### src/rtl/lfsr_pixel_buffer_if.sv
// Handshake bundle between the LFSR generator, the capture buffer and the pixel consumer.
// The slave is the buffer. The master drives the capture controls and the consumer ready.
interface lfsr_pixel_buffer_if #(
    parameter int MAX_PIXEL_BITS = 8
);
    logic                      start_i;
    logic [MAX_PIXEL_BITS-1:0] lfsr_data_i;
    logic                      lfsr_done_i;
    logic [MAX_PIXEL_BITS-1:0] pixel_o;
    logic                      pixel_last_o;
    logic                      pixel_valid_o;
    logic                      pixel_ready_i;
    logic                      overflow_o;
    logic                      busy_o;
    logic                      run_done_o;

    modport master (
        output start_i, lfsr_data_i, lfsr_done_i, pixel_ready_i,
        input  pixel_o, pixel_last_o, pixel_valid_o, overflow_o, busy_o, run_done_o
    );

    modport slave (
        input  start_i, lfsr_data_i, lfsr_done_i, pixel_ready_i,
        output pixel_o, pixel_last_o, pixel_valid_o, overflow_o, busy_o, run_done_o
    );
endinterface

### src/rtl/lfsr_pixel_buffer.sv
// Samples the free-running LFSR word once per clock during a run and buffers the samples as a tagged pixel stream.
// A push becomes visible one cycle later. When the consumer stalls, the head is held and samples are dropped on full; the final word waits for room and is never dropped.
module lfsr_pixel_buffer #(
    parameter int MAX_PIXEL_BITS = 8,
    parameter int FIFO_DEPTH     = 4
) (
    input  logic                clk_i,
    input  logic                nreset_i,
    lfsr_pixel_buffer_if.slave  bus
);
    localparam int IDX_W = $clog2(FIFO_DEPTH);
    localparam int PTR_W = IDX_W + 1;

    typedef enum logic [1:0] {IDLE, CAPTURE, LAST_PEND, DRAIN} state_t;

    typedef struct packed {
        logic                      last;
        logic [MAX_PIXEL_BITS-1:0] dat;
    } entry_t;

    state_t           state, state_nxt;
    entry_t           mem [FIFO_DEPTH];
    entry_t           head;
    logic [PTR_W-1:0] wr_ptr, rd_ptr;
    logic             full, empty, pop, room;
    logic             push, push_last, drop, flush, busy, last_xfer;
    logic             overflow, run_done;

    assign empty     = (wr_ptr == rd_ptr);
    assign full      = (wr_ptr[IDX_W] != rd_ptr[IDX_W]) &&
                       (wr_ptr[IDX_W-1:0] == rd_ptr[IDX_W-1:0]);
    assign head      = mem[rd_ptr[IDX_W-1:0]];
    assign pop       = !empty && bus.pixel_ready_i;
    // A pop in the same cycle frees a slot, so a full buffer can still accept.
    assign room      = !full || pop;
    assign last_xfer = (state == DRAIN) && pop && head.last;

    always_ff @(posedge clk_i or negedge nreset_i) begin
        if (!nreset_i) begin
            state <= IDLE;
        end else begin
            state <= state_nxt;
        end
    end

    always_comb begin
        state_nxt = state;
        case (state)
            IDLE:      if (bus.start_i) state_nxt = CAPTURE;
            CAPTURE:   if (bus.lfsr_done_i) state_nxt = room ? DRAIN : LAST_PEND;
            LAST_PEND: if (room) state_nxt = DRAIN;
            DRAIN:     if (last_xfer) state_nxt = IDLE;
            default:   state_nxt = IDLE;
        endcase
    end

    always_comb begin
        push      = 1'b0;
        push_last = 1'b0;
        drop      = 1'b0;
        flush     = 1'b0;
        busy      = (state != IDLE);
        case (state)
            IDLE:      flush = bus.start_i;
            CAPTURE: begin
                push      = room;
                push_last = bus.lfsr_done_i;
                drop      = !bus.lfsr_done_i && !room;
            end
            LAST_PEND: begin
                push      = room;
                push_last = 1'b1;
            end
            default: ;
        endcase
    end

    always_ff @(posedge clk_i or negedge nreset_i) begin
        if (!nreset_i) begin
            wr_ptr <= '0;
            rd_ptr <= '0;
        end else if (flush) begin
            wr_ptr <= '0;
            rd_ptr <= '0;
        end else begin
            if (push) wr_ptr <= wr_ptr + PTR_W'(1);
            if (pop)  rd_ptr <= rd_ptr + PTR_W'(1);
        end
    end

    always_ff @(posedge clk_i) begin
        if (push) begin
            mem[wr_ptr[IDX_W-1:0]] <= '{last: push_last, dat: bus.lfsr_data_i};
        end
    end

    always_ff @(posedge clk_i or negedge nreset_i) begin
        if (!nreset_i) begin
            overflow <= 1'b0;
            run_done <= 1'b0;
        end else begin
            run_done <= last_xfer;
            if (flush) begin
                overflow <= 1'b0;
            end else if (drop) begin
                overflow <= 1'b1;
            end
        end
    end

    // Storage is not reset. Gating with empty keeps the head at zero after reset.
    assign bus.pixel_o       = empty ? '0 : head.dat;
    assign bus.pixel_last_o  = !empty && head.last;
    assign bus.pixel_valid_o = !empty;
    assign bus.overflow_o    = overflow;
    assign bus.busy_o        = busy;
    assign bus.run_done_o    = run_done;
endmodule

### src/flat_wrapper.sv
// flat-port wrapper written by rule: the top's interface ports become plain ports
module lfsr_pixel_buffer_flat 
#(
    parameter int MAX_PIXEL_BITS = 8,
    parameter int FIFO_DEPTH     = 4
)
  (clk_i, nreset_i, bus_start_i, bus_lfsr_data_i, bus_lfsr_done_i, bus_pixel_ready_i, bus_pixel_o, bus_pixel_last_o, bus_pixel_valid_o, bus_overflow_o, bus_busy_o, bus_run_done_o);
  lfsr_pixel_buffer_if #(.MAX_PIXEL_BITS(MAX_PIXEL_BITS)) bus_i ();
  input  logic clk_i;
  input  logic nreset_i;
  input wire logic [$bits(bus_i.start_i)-1:0] bus_start_i;
  input wire logic [$bits(bus_i.lfsr_data_i)-1:0] bus_lfsr_data_i;
  input wire logic [$bits(bus_i.lfsr_done_i)-1:0] bus_lfsr_done_i;
  input wire logic [$bits(bus_i.pixel_ready_i)-1:0] bus_pixel_ready_i;
  output wire logic [$bits(bus_i.pixel_o)-1:0] bus_pixel_o;
  output wire logic [$bits(bus_i.pixel_last_o)-1:0] bus_pixel_last_o;
  output wire logic [$bits(bus_i.pixel_valid_o)-1:0] bus_pixel_valid_o;
  output wire logic [$bits(bus_i.overflow_o)-1:0] bus_overflow_o;
  output wire logic [$bits(bus_i.busy_o)-1:0] bus_busy_o;
  output wire logic [$bits(bus_i.run_done_o)-1:0] bus_run_done_o;
  assign bus_i.start_i = bus_start_i;
  assign bus_i.lfsr_data_i = bus_lfsr_data_i;
  assign bus_i.lfsr_done_i = bus_lfsr_done_i;
  assign bus_i.pixel_ready_i = bus_pixel_ready_i;
  assign bus_pixel_o = bus_i.pixel_o;
  assign bus_pixel_last_o = bus_i.pixel_last_o;
  assign bus_pixel_valid_o = bus_i.pixel_valid_o;
  assign bus_overflow_o = bus_i.overflow_o;
  assign bus_busy_o = bus_i.busy_o;
  assign bus_run_done_o = bus_i.run_done_o;
  lfsr_pixel_buffer #(.MAX_PIXEL_BITS(MAX_PIXEL_BITS), .FIFO_DEPTH(FIFO_DEPTH)) u_core (.clk_i(clk_i), .nreset_i(nreset_i), .bus(bus_i));
endmodule
### config.mk
export PLATFORM = sky130hd
export DESIGN_NAME = lfsr_pixel_buffer_flat
export DESIGN_NICKNAME = d
export VERILOG_FILES = /design/src/rtl/lfsr_pixel_buffer_if.sv /design/src/rtl/lfsr_pixel_buffer.sv /design/src/flat_wrapper.sv
export SDC_FILE = /design/constraint.sdc
export NUM_CORES = 1
export LEC_CHECK = 0
export CORE_ASPECT_RATIO = 1.75
export CORE_UTILIZATION = 30
export CTS_BUF_LIST = sky130_fd_sc_hd__clkbuf_16
export CTS_CLUSTER_DIAMETER = 30
export DETAILED_ROUTE_END_ITERATION = 10
export PLACE_DENSITY = 0.56
export SLEW_MARGIN = 40
export SYNTH_ARGS = -nofsm -noshare
export SYNTH_HDL_FRONTEND = slang
export SYNTH_SLANG_ARGS = --single-unit
### constraint.sdc
create_clock -name clk_i -period 2.83 [get_ports clk_i]
set_clock_uncertainty 0.1 [all_clocks]
set_input_delay 0.283 -clock clk_i [delete_from_list [all_inputs] [get_ports clk_i]]
set_output_delay 0.283 -clock clk_i [all_outputs]
set_load 0.02 [all_outputs]
==> results.md <==
Run:
- Max-cap violations in this run came to 0.

Worst setup path:
- The signal on the critical path passes through xor2_1 -> or3_1 -> and2_2 -> clkdlybuf4s50_1.
- For this run, the slowest stage of the critical path takes 0.59 ns.
- The dominant delay contributor by cell family on the critical path is simple AND/OR/NAND/NOR gates.
- The worst setup path is launched from a register.
- Data on the critical path is required at its endpoint by 2.45 ns.
- The signal arrival time at the worst endpoint is 2.28 ns.
- In this run the worst path has a maximum fanout of 12.
- The cell with the largest stage delay on the worst path is sky130_fd_sc_hd__clkdlybuf4s50_1.
- STA classifies the critical path endpoint as an output pin.
- The combined buffer and inverter count along the critical path is 1.
- The critical path is of the register to output pin type.

Timing:
- For the final routed database, the setup TNS stands at 0 ns.
- The number of hold violations in the final report was 0.
- For the pin with the worst max-slew slack, the measured transition is 0.531 ns.
- The final critical path takes up 94.1% of the cycle.
- The total count of max-transition violations in the final report is 0.
- The worst hold-check slack is 0.249 ns.
- The worst path needs 2.66 ns of the cycle, external delays included.
- The highest achievable clock rate is 0.375 GHz.
- Setup repair after global routing left no endpoint under its margin.
- Setup violations remaining at the end of the flow were counted as 0.
- The worst slew margin relative to its limit is 64.5%.

Clocking:
- The clock latency on the worst-skew pair is 0.28 ns.
- The CTS buffer count is 5.
- The longest clock path from root to sink contains 2 buffers.
- The depth of the CTS H-tree is 2.
- The root buffer cell chosen for the clock tree is sky130_fd_sc_hd__clkbuf_16.
- After clock tree synthesis, the clock-pin slew on the worst setup and hold paths is 0.06 ns.
- Counting every sink on the clock net gives 46.
- The number of post-CTS setup repair buffers is 0.
- TritonCTS built the clock tree.

Pwr:
- Of the total power, the share spent switching nets is 35.5%.
- The internal power contribution is 2.26 mW.
- The leakage power is 0.997 nW.
- The sequential fraction of design power is 32.6%.
- The combinational share of power is 49.0%.
- In this run the power spent charging and discharging nets is 1.24 mW.
- The largest voltage drop on the vdd net is 549 uV.
- The clock network is responsible for 18.5% of the overall power.
- The power density normalized to cell area is 1330 mW/mm2.

Floorplan:
- The total die area is 0.00741 mm2.
- Row generation in the floorplan step produced 40 rows.
- The core outline area is 0.00686 mm2.
- The effective utilization at floorplan is 30.9%.
- The die height is 113 um.
- The horizontal extent of the die is 65.5 um.
- During I/O placement, the number of pins put on the boundary was 26.

Global route:
- The initial antenna violation count came to 0.
- After global routing the overflow that remains totals 0.
- The total track usage is 11.9%.
- The pin count of the biggest net entering global routing is 15.
- The via count of the first global-routing pass came to 1,279.
- The first global-routing pass estimated 6.46 mm of wire.

Yosys:
- The async set or reset register ratio after synthesis is 21.7%.
- The synthesized area per cell is 16.5 um2.
- The number of synthesized flops with an enable pin is 36.
- The top-area cell type share of the netlist area is 51.0%.
- Ranked by instance count, the synthesized netlist is headed by sky130_fd_sc_hd__edfxtp_1 (36), sky130_fd_sc_hd__dfrtp_1 (10), sky130_fd_sc_hd__ha_1 (10).
- Of the synthesized area, sequential elements account for 62.8%.
- The synthesized net count is 151.
- The dominant cell type by area after synthesis is sky130_fd_sc_hd__edfxtp_1.
- The Yosys step of the flow raised 0 warnings.
- The cell count after synthesis is 128.
- Synthesis inferred 46 register bits.
- In the synthesized netlist the dominant register cell turns out to be sky130_fd_sc_hd__edfxtp_1.
- The count of unique library cells instantiated by Yosys is 33.
- The synthesized area is 0.00212 mm2.
- The most used standard cell by instance count after synthesis is sky130_fd_sc_hd__edfxtp_1.
- Ranked by total cell area, the synthesized netlist is headed by sky130_fd_sc_hd__edfxtp_1 (51%), sky130_fd_sc_hd__dfrtp_1 (12%), sky130_fd_sc_hd__mux4_2 (7.4%).

Placement:
- Summing all placed instances gives a cell area of 0.00247 mm2.
- The final weighted congestion of routability-driven global placement is 0.734.
- The number of port buffers is 25.
- The placed wire-length estimate is 2.76 mm.

Routing:
- After detailed routing, the average wire length per cell comes to 15.9 um.
- In this run the remaining antenna-violating nets after routing total 0.
- The total length of routed wires is 3.87 mm.
- After the first detailed-routing iteration, the DRC count stood at 49.
- In the routed design, unresolved DRC markers number 0.
- The first detailed-routing pass took 4 iterations.
- Dividing the detail-routed via count by the number of cells gives 4.58.
- For this block, the via count after detailed routing is 1,118.

Final layout:
- The area growth from synthesis to layout is 24.3%.
- The final design area excluding fillers is 0.00263 mm2.
- The fill cell instance count of the final layout is 623.
- The final layout contains 182 nets.
- The repair_antennas step left the layout with diodes totalling 0.
- The fraction of layout cells with a size suffix above 1 is 16.9%.

Hold path:
- The type of the tightest min-delay check is input pin to asynchronous set/reset pin.

Status:
- The run finished with clean final reports.
worst register-to-register path: cells and delay by family (launching register included):
family / cells / cell delay, ns
buffers and inverters: 1 / 0.11
AOI/OAI and AO/OA: 4 / 0.84
DFF: 1 / 0.42
adders and majority gates: 1 / 0.24
and+or+nand+nor: 1 / 0.21
metrics by stage:
step / utilization (%) / worst slack [ns] / power [mW] / cells
6_report: 38.4 / 0.166 / 3.50 / 244
5_1_grt: 38.4 / 0.0642 / 3.73 / 244
4_1_cts: 38.4 / 0.0975 / 3.55 / 244
3_5_place_dp: 36.0 / 0.401 / 2.90 / 236
3_3_place_gp: 36.0 / 0.459 / 2.85 / 236
2_1_floorplan: - / 0.957 / 2.29 / 128
cells by family after synthesis:
logic type	Yosys count	synth area share (%)
AOI/OAI and AO/OA	10	4.90
xor gates and xnor gates	9	3.72
adders and majority gates	10	5.91
buffers and inverters	10	2.30
DFF	46	62.8
muxes	11	11.1
and+or+nand+nor	32	9.21
layout by cell type, fill, tap and decap left out, drive strengths merged:
cell,n
a22oi,1
nand2,3
mux2i,1
nand3,2
and2b,2
xor2,6
a2111oi,1
clkbuf,5
a211oi,1
bufinv,1
dfrtp,10
xnor2,3
clkinvlp,1
nand4b,1
edfxtp,36
or3,1
clkdlybuf4s50,25
nor2,6
and2,10
nor2b,2
inv,8
ha,10
o311a,1
nand4,1
o21bai,1
mux4,9
mux2,1
buf,2
and3,4
a21oi,5
path summary, 6_finish.rpt:
| check | from | endpoint | slack, ns | cells past startpoint |
|---|---|---|---|---|
| max | u_core.rd_ptr[2] | bus_pixel_last_o | 0.17 | 4 |
| min | nreset_i | u_core.bus.overflow_o | 0.25 | 1 |
| max reg2reg | u_core.state[1] | u_core.state[0] | 0.79 | 7 |
| min reg2reg | u_core.bus.overflow_o | u_core.bus.overflow_o | 0.41 | 2 |
| max in group asynchronous | nreset_i | u_core.rd_ptr[0] | 2.00 | 1 |
| min in group clk_i | u_core.bus.overflow_o | u_core.bus.overflow_o | 0.41 | 2 |
repair_timing:
item | in CTS | in global routing
setup endpoints to repair | 0 | 1
gates resized for setup | 0 | 1
hold buffers | 0 | 0
state kept, by name (all words and copies together), names as in the netlist:
signal / flops
u_core.bus.run_done_o: 1
u_core.mem: 36
u_core.rd_ptr: 3
u_core.state: 2
u_core.bus.overflow_o: 1
u_core.wr_ptr: 3
metal layers:
| layer | global-route usage, % | share of wire, % |
|---|---|---|
| met5 | 0 | 0 |
| met4 | 4.78 | 1.7 |
| met2 | 22.0 | 56 |
| met3 | 1.92 | 2.8 |
| met1 | 13.2 | 39 |
layout make-up:
class | instances | area (um2) | share of cell area, %
clock buffer | 5 | 125 | 4.75
sequential | 46 | 1330 | 50.6
inverter | 7 | 26.3 | 0.998
timing repair buffer | 27 | 265 | 10.1
clock inverter | 3 | 41.3 | 1.57
tap | 84 | 105 | 3.99
multi-input combinational | 72 | 738 | 28.0
power by group through the flow:
stage / logic (mW) / registers [mW] / clock network, mW
floorplan: 1.16 / 1.13 / 0
global placement: 1.71 / 1.14 / 0
detailed placement: 1.74 / 1.15 / 0
CTS: 1.75 / 1.14 / 0.657
global route: 1.88 / 1.17 / 0.686
finish: 1.71 / 1.14 / 0.646
(Power assumes the default switching activity.)
